File: config.mk
export PLATFORM = sky130hd
export DESIGN_NAME = sprite_motion_locator
export DESIGN_NICKNAME = d
export VERILOG_FILES = /design/src/rtl/sprite_pkg.sv /design/src/rtl/sprite_rect_locator.sv /design/src/rtl/sprite_motion_locator.sv
export SDC_FILE = /design/constraint.sdc
export NUM_CORES = 1
export LEC_CHECK = 0
export CAP_MARGIN = 20
export CORE_AREA = 10 10 169 203
export DETAILED_ROUTE_END_ITERATION = 12
export DIE_AREA = 0 0 179 213
export PLACE_DENSITY = 0.78
export SLEW_MARGIN = 5
export SYNTH_ARGS = -nofsm -noshare
export SYNTH_HDL_FRONTEND = slang
export SYNTH_SLANG_ARGS = --single-unit
File: constraint.sdc
create_clock -name clk -period 9.4 [get_ports clk]
set_input_delay 1.88 -clock clk [delete_from_list [all_inputs] [get_ports clk]]
set_output_delay 1.88 -clock clk [all_outputs]
set_load 0.05 [all_outputs]
File: src/rtl/sprite_pkg.sv
// Shared constants and types for the sprite motion controller.
//   FIXED_POINT_MULTIPLIER / FIXED_SHIFT : position fixed-point scaling (1/64 pixel)
//   SCREEN_WIDTH / SCREEN_HEIGHT         : visible VGA area in pixels
//   motion_state_t                       : per-frame update sequencer states
package sprite_pkg;

  localparam int FIXED_POINT_MULTIPLIER = 64;
  localparam int FIXED_SHIFT            = 6;
  localparam int SCREEN_WIDTH           = 640;
  localparam int SCREEN_HEIGHT          = 480;

  typedef enum logic [1:0] {
    S_IDLE  = 2'd0,
    S_MOVE  = 2'd1,
    S_BOUND = 2'd2
  } motion_state_t;

  function automatic logic signed [31:0] abs_speed(input logic signed [31:0] v);
    return (v < 0) ? -v : v;
  endfunction

endpackage

File: src/rtl/sprite_rect_locator.sv
// rect_locator: registered hit test of the current VGA pixel against the
// sprite rectangle, plus the pixel's offset inside the sprite.
//   clk, resetN            : clock, async active-low reset
//   pixelX, pixelY         : current VGA pixel
//   topLeftX, topLeftY     : sprite top-left corner in pixels
//   InsideRectangle        : pixel (previous cycle) lies inside the sprite
//   offsetX, offsetY       : pixel minus top-left when inside, else 0
module rect_locator
  import sprite_pkg::*;
#(
  parameter int OBJECT_WIDTH_X  = 11,
  parameter int OBJECT_HEIGHT_Y = 48
) (
  input  logic        clk,
  input  logic        resetN,
  input  logic [10:0] pixelX,
  input  logic [10:0] pixelY,
  input  logic [10:0] topLeftX,
  input  logic [10:0] topLeftY,
  output logic        InsideRectangle,
  output logic [10:0] offsetX,
  output logic [10:0] offsetY
);

  // One extra bit so the right/bottom edge cannot wrap near 2047.
  logic [11:0] right_edge;
  logic [11:0] bottom_edge;
  logic        hit_x;
  logic        hit_y;
  logic        hit;

  assign right_edge  = {1'b0, topLeftX} + 12'(OBJECT_WIDTH_X);
  assign bottom_edge = {1'b0, topLeftY} + 12'(OBJECT_HEIGHT_Y);

  assign hit_x = (pixelX >= topLeftX) && ({1'b0, pixelX} < right_edge);
  assign hit_y = (pixelY >= topLeftY) && ({1'b0, pixelY} < bottom_edge);
  assign hit   = hit_x && hit_y;

  always_ff @(posedge clk or negedge resetN) begin
    if (!resetN) begin
      InsideRectangle <= 1'b0;
      offsetX         <= '0;
      offsetY         <= '0;
    end else begin
      InsideRectangle <= hit;
      offsetX         <= hit ? (pixelX - topLeftX) : 11'd0;
      offsetY         <= hit ? (pixelY - topLeftY) : 11'd0;
    end
  end

endmodule

File: src/rtl/sprite_motion_locator.sv
// sprite_motion_locator: moves a sprite once per frame using signed 1/64-pixel
// fixed-point position and speed, bounces it off the screen edges and reports
// whether the current VGA pixel falls inside it.
//   clk, resetN                : clock, async active-low reset
//   pixelX, pixelY             : current VGA pixel
//   startOfFrame               : one-cycle pulse per frame (blanking)
//   pause                      : level, freezes motion
//   reverseX                   : one-cycle pulse, flip X direction at next update
//   offsetX, offsetY           : pixel offset inside sprite (0 when outside)
//   InsideRectangle            : pixel hit, one cycle after the pixel
//   topLeftX, topLeftY         : integer sprite top-left
//
// state   | meaning
// S_IDLE  | waiting for an unpaused startOfFrame
// S_MOVE  | apply pending X flip, add speeds to positions
// S_BOUND | clamp to screen, point speed inward, publish top-left
module sprite_motion_locator
  import sprite_pkg::*;
#(
  parameter int OBJECT_WIDTH_X  = 11,
  parameter int OBJECT_HEIGHT_Y = 48,
  parameter int INITIAL_X       = 280,
  parameter int INITIAL_Y       = 185,
  parameter int INITIAL_X_SPEED = 40,
  parameter int INITIAL_Y_SPEED = 0
) (
  input  logic        clk,
  input  logic        resetN,
  input  logic [10:0] pixelX,
  input  logic [10:0] pixelY,
  input  logic        startOfFrame,
  input  logic        pause,
  input  logic        reverseX,
  output logic [10:0] offsetX,
  output logic [10:0] offsetY,
  output logic        InsideRectangle,
  output logic [10:0] topLeftX,
  output logic [10:0] topLeftY
);

  localparam logic signed [31:0] MAX_X_INT  = 32'(SCREEN_WIDTH - OBJECT_WIDTH_X);
  localparam logic signed [31:0] MAX_Y_INT  = 32'(SCREEN_HEIGHT - OBJECT_HEIGHT_Y);
  localparam logic signed [31:0] MAX_X_FIX  = 32'((SCREEN_WIDTH - OBJECT_WIDTH_X) * FIXED_POINT_MULTIPLIER);
  localparam logic signed [31:0] MAX_Y_FIX  = 32'((SCREEN_HEIGHT - OBJECT_HEIGHT_Y) * FIXED_POINT_MULTIPLIER);
  localparam logic signed [31:0] INIT_X_FIX = 32'(INITIAL_X * FIXED_POINT_MULTIPLIER);
  localparam logic signed [31:0] INIT_Y_FIX = 32'(INITIAL_Y * FIXED_POINT_MULTIPLIER);

  motion_state_t      state_q, state_d;
  logic signed [31:0] pos_x_q, pos_x_d;
  logic signed [31:0] pos_y_q, pos_y_d;
  logic signed [31:0] spd_x_q, spd_x_d;
  logic signed [31:0] spd_y_q, spd_y_d;
  logic               rev_latch_q, rev_latch_d;
  logic [10:0]        top_left_x_q, top_left_x_d;
  logic [10:0]        top_left_y_q, top_left_y_d;
  logic signed [31:0] spd_x_eff;

  always_ff @(posedge clk or negedge resetN) begin
    if (!resetN) begin
      state_q <= S_IDLE;
    end else begin
      state_q <= state_d;
    end
  end

  always_ff @(posedge clk or negedge resetN) begin
    if (!resetN) begin
      pos_x_q      <= INIT_X_FIX;
      pos_y_q      <= INIT_Y_FIX;
      spd_x_q      <= 32'(INITIAL_X_SPEED);
      spd_y_q      <= 32'(INITIAL_Y_SPEED);
      rev_latch_q  <= 1'b0;
      top_left_x_q <= 11'(INITIAL_X);
      top_left_y_q <= 11'(INITIAL_Y);
    end else begin
      pos_x_q      <= pos_x_d;
      pos_y_q      <= pos_y_d;
      spd_x_q      <= spd_x_d;
      spd_y_q      <= spd_y_d;
      rev_latch_q  <= rev_latch_d;
      top_left_x_q <= top_left_x_d;
      top_left_y_q <= top_left_y_d;
    end
  end

  always_comb begin
    state_d      = state_q;
    pos_x_d      = pos_x_q;
    pos_y_d      = pos_y_q;
    spd_x_d      = spd_x_q;
    spd_y_d      = spd_y_q;
    top_left_x_d = top_left_x_q;
    top_left_y_d = top_left_y_q;
    spd_x_eff    = spd_x_q;
    // A reverseX pulse is remembered in every state.
    rev_latch_d  = rev_latch_q | reverseX;

    unique case (state_q)
      S_IDLE: begin
        if (startOfFrame && !pause) begin
          state_d = S_MOVE;
        end
      end

      S_MOVE: begin
        spd_x_eff = rev_latch_q ? -spd_x_q : spd_x_q;
        spd_x_d   = spd_x_eff;
        pos_x_d   = pos_x_q + spd_x_eff;
        pos_y_d   = pos_y_q + spd_y_q;
        // The pending flip is consumed; a pulse arriving right now waits
        // for the next frame.
        rev_latch_d = reverseX;
        state_d     = S_BOUND;
      end

      S_BOUND: begin
        // Clamps run after the flip, so a wall always wins over reverseX.
        if (pos_x_q < 0) begin
          pos_x_d = '0;
          spd_x_d = abs_speed(spd_x_q);
        end else if ((pos_x_q >>> FIXED_SHIFT) > MAX_X_INT) begin
          pos_x_d = MAX_X_FIX;
          spd_x_d = -abs_speed(spd_x_q);
        end

        if (pos_y_q < 0) begin
          pos_y_d = '0;
          spd_y_d = abs_speed(spd_y_q);
        end else if ((pos_y_q >>> FIXED_SHIFT) > MAX_Y_INT) begin
          pos_y_d = MAX_Y_FIX;
          spd_y_d = -abs_speed(spd_y_q);
        end

        // Top-left is published only with the clamped value, never the
        // intermediate one from S_MOVE.
        top_left_x_d = pos_x_d[FIXED_SHIFT +: 11];
        top_left_y_d = pos_y_d[FIXED_SHIFT +: 11];
        state_d      = S_IDLE;
      end

      default: state_d = S_IDLE;
    endcase
  end

  assign topLeftX = top_left_x_q;
  assign topLeftY = top_left_y_q;

  rect_locator #(
    .OBJECT_WIDTH_X (OBJECT_WIDTH_X),
    .OBJECT_HEIGHT_Y(OBJECT_HEIGHT_Y)
  ) u_rect_locator (
    .clk            (clk),
    .resetN         (resetN),
    .pixelX         (pixelX),
    .pixelY         (pixelY),
    .topLeftX       (top_left_x_q),
    .topLeftY       (top_left_y_q),
    .InsideRectangle(InsideRectangle),
    .offsetX        (offsetX),
    .offsetY        (offsetY)
  );

endmodule

==> results by stage <==
Layout:
- In the final layout, the share of cells above drive strength 1 is 0.0584.
- After the flow finishes, the layout carries non-filler instances totaling 2,245.
- The share of the core filled with cells in the final layout is 0.545.
- 0 antenna diodes ended up in the layout.
- The area of the multi-input gates is 10,000 µm².
- The relative area change from synthesis to final layout is 10.1%.
- The area taken by flip-flops and latches is 4230 µm².
- The filler cell count is 2,732.
- The final net count is 1,981.

STA:
- The count of final max-slew check failures is 0.
- Summed over all failing endpoints, the final setup total negative slack is 0 ps.
- For the pin with the worst max-slew slack, the measured transition is 943 ps.
- The hold violation total from the final report is 0.
- Setup slack on the critical path of the routed design comes to 4030 ps.
- The final setup violation count is 0.
- Setup repair after global routing left no endpoint under its margin.
- The largest clock skew in the final design is 15.7 ps.
- The smallest clock period supported by the final layout is computed as 5370 ps.
- The highest achievable clock rate is 186 MHz.
- The worst pin sits at a relative slew slack of 0.371.
- The ratio of final minimum period to clock period is 0.572.

Setup path:
- The type of element launching the critical path is a flip-flop.
- The number of cell instances on the worst register-to-register path is 15.
- For flop-to-flop paths, the worst setup slack is 4030 ps.
- In this run the critical register-to-register path is captured at pos_x_q[31].
- The class of the most critical setup path is reg -> reg.
- Traced cell by cell, the critical path runs through nor4_1 > nand3_1 > or3_1 > o31ai_1 > xnor2_1 > ha_1 > a21o_1 > a21o_1 > a21oi_1 > nand2_1 > o31ai_1 > or4_1 > nand3_1 > xnor2_1 > nor2_1.
- Counting both buffers and inverters, the worst setup path holds a total of 0.
- The reg-to-reg critical path startpoint is spd_x_q[13].
- The slowest stage of the critical path belongs to the cell nor4_1.
- The largest driver fanout on the critical path is 16.
- The required time of the critical path is 9690 ps.
- The highest cell delay on the worst timing path is 690 ps.
- The category of the worst setup path capture point is a flip-flop.
- In this design, the largest share of critical-path delay is due to simple AND/OR/NAND/NOR gates.
- For the worst setup path, the data arrival time is 5670 ps.

Routing:
- The number of vias after detailed routing is 14,000.
- The first routing iteration left 1,177 violations.
- The met2 wire length is 20.6 mm.
- The met1 layer wirelength in the final routing is 16.8 mm.
- The highest layer used for signal routing is met4.
- The antenna violation net count after detailed routing is 0.
- Using the TritonRoute via totals, the vias-per-cell ratio works out to 6.22.
- The aggregate routed wire length is 41.4 mm.
- The iteration count of the initial detailed-routing pass is 7.
- In the final routed layout, each cell accounts on average for 18.4 µm.
- Detailed routing placed a total of 2.33 mm of wire on met3.
- The DRC violations left is 0.

Power and ir drop:
- The clock group share of total power is 0.141.
- The analysis attributes to cell leakage a power of 0.00702 µW.
- VDD sags by at most 0.000161 V.
- The total power divided by cell area is 317 nW/µm².
- The relative contribution of sequential cells to total power is 0.233.
- The switching power summed over all nets is 2620 µW.
- The internal power consumption is 2610 µW.
- The share of power burned in combinational logic is 0.626.
- Of the total power, the share spent switching nets is 0.501.

Status:
- The flow ran to the end, and the final reports show no timing, DRC or antenna violations.

Flow run:
- The number of maximum-capacitance violations is 0.

Floorplanning:
- The area of the die is 38,100 µm².
- The floorplan step defined a core boundary enclosing 30,200 µm².
- After floorplanning, the core was divided into 70 placement rows.
- The number of placed I/O pins is 72.
- The overall die height is 213 µm.
- The initial utilization of the core area, before any placement, comes to 0.495.
- From left edge to right edge, the die measures 179 µm.

Synthesis:
- The average cell area after synthesis is 8.10 µm².
- Counting flops with a built-in enable in the synthesized netlist gives 0.
- In this run, synthesis produced a sequential element count of 168.
- Synthesis handed over a netlist of 1,844 instances.
- For this run, asynchronously set or reset flops after synthesis account for 1.00.
- For this run, the register share of the synthesized area comes to 0.283.
- The netlist area before placement is 14,900 µm².
- The number of warnings issued by yosys is 0.
- The distinct cell type count after synthesis is 89.
- The most common flop cell mapped by yosys is dfrtp_1.
- The net count after synthesis is 1,989.

Global route:
- The number of antenna violations at the first check in global routing is 0.
- The number of global-route vias before repair is 13,600.
- Entering global routing, the biggest net connects 91 pins.
- The total global routing overflow is 0.
- The first global-routing pass estimated 68.2 mm of wire.
- The global-route usage over all layers is 0.215.

Hold path:
- The startpoint identified for the worst hold timing path is pos_x_q[5].
- The path class of the tightest hold or removal check is reg -> reg.
- Along the worst hold path, the cell count comes to 2.
- The capture endpoint of the worst hold path is pos_x_q[5].

Clock tree:
- The worst-case clock buffer depth is 2.
- Buffers inserted during clock tree synthesis total 17.
- Once the clock tree was built, the resizer swapped 0 gates to a different size.
- The hold buffer count at cts is 0.
- At the later pin of the worst-skew pair, clock insertion delay measures 450 ps.
- The maximum level of the CTS H-tree is 4.
- The root cell of the clock tree is clkbuf_16.
- Clock tree synthesis found a total of 168 sinks.
- After clock tree synthesis, the clock-pin slew on the worst setup and hold paths is 70 ps.
- TritonCTS built the clock tree.
- In this run the post-CTS setup repair buffer count came out at 0.

Place:
- Port buffering added 71 buffers.
- The weighted congestion at the end of routability-driven global placement is 0.948.
- Summed over all nets, the half-perimeter wirelength after detailed placement is 30.2 mm.
- The placement-stage worst setup slack is 4010 ps.
- The number of instances in the placed design is 2,211.
==> worst register-to-register path, cell delays in order, from the launching register on <==
cell and delay [ps]:
dfrtp_1 540, nor4_1 690, nand3_1 660, or3_1 600
o31ai_1 480, xnor2_1 130, ha_1 370, a21o_1 210
a21o_1 180, a21oi_1 230, nand2_1 80, o31ai_1 520
or4_1 220, nand3_1 80, xnor2_1 150, nor2_1 60
==> layer usage <==
layer	vias to the layer above	GRT usage
li1	6680	-
met1	6697	0.252
met2	475	0.373
met3	111	0.0320
met4	0	0.110
met5	-	0
==> cell usage after synthesis (all sizes together) (20+ instances only) <==
library cell,instances,area [µm²]
a21o,20,150
a21oi,121,606
a31oi,26,163
clkbuf,95,357
dfrtp,150,3750
ha,116,1450
inv,72,270
nand2,151,567
nand2b,29,181
nand3,63,320
nand4,24,150
nor2,142,533
nor3,67,335
nor4,29,200
o21a,22,165
o21ai,163,816
o22ai,23,144
o31ai,31,246
xnor2,114,998
xor2,91,805
==> cells by family after synthesis <==
kind of cell             synth area share
multiplexers                       0.0136
AND/OR/NAND/NOR                     0.208
AO/OA/AOI/OAI                       0.227
buffers and inverters              0.0482
flip-flops                          0.283
adder cells (fa/ha/maj)            0.0998
XOR/XNOR                            0.121
==> stage by stage <==
stage	instance area (µm²)	hold WS [ps]	total power (µW)
after global placement	15800	469	4340
after global routing	16500	522	5630
final	16500	489	5220
after detailed placement	15800	482	4430
after floorplan	14900	456	3660
after CTS	16400	496	5180
==> placed cells by master, fill, tap and decap left out, types with 17 or more instances in the layout <==
cell and n:
inv_1 72, nor2_1 141, o21a_1 22, xor2_1 90, nor3_1 67, clkbuf_16 17, nor2b_1 18, o31ai_1 30
dfstp_2 18, dfrtp_1 150, ha_1 115, o21ai_0 159, clkdlybuf4s50_1 70, a21oi_1 121, mux2i_1 17, nand2_1 151
nand2b_1 29, nand3_1 62, o22ai_1 23, a21o_1 20, a31oi_1 26, nand4_1 24, or3_1 17, xnor2_1 114
nor4_1 26
==> worst max path at each step <==
| stage | startpoint | to | cells past startpoint |
|---|---|---|---|
| after floorplan | pixelY[0] | u_rect_locator.offsetX[2] | 14 |
| after global routing | spd_x_q[13] | pos_x_q[31] | 15 |
| after global placement | pixelY[0] | u_rect_locator.offsetY[10] | 14 |
| after CTS | spd_x_q[13] | pos_x_q[31] | 15 |
| final | spd_x_q[13] | pos_x_q[31] | 15 |
| after detailed placement | pixelY[0] | u_rect_locator.offsetY[10] | 14 |
==> power groups by stage <==
stage	Sequential (µW)	Clock, µW	Combinational (µW)
2_1_floorplan	1130	0	2530
3_3_place_gp	1210	0	3130
3_5_place_dp	1220	0	3210
4_1_cts	1200	743	3240
5_1_grt	1240	774	3610
6_report	1220	737	3270
==> flip-flops by register name, summed over array words and instances, names as in the netlist, 2 cells and up, named ones only <==
register                flops
u_rect_locator.offsetX     11
spd_y_q                    30
topLeftY                   11
u_rect_locator.offsetY     11
spd_x_q                    29
pos_x_q                    30
topLeftX                   11
pos_y_q                    30
state_q                     2
==> layout make-up <==
class / count / area share
Timing Repair Buffer: 86 / 0.0513
Tap cell: 396 / 0.0301
Inverter: 73 / 0.0167
Clock buffer: 19 / 0.0269
Multi-Input combinational cell: 1490 / 0.608
Clock inverter: 13 / 0.00996
Sequential cell: 168 / 0.257
(Power assumes the default switching activity.)
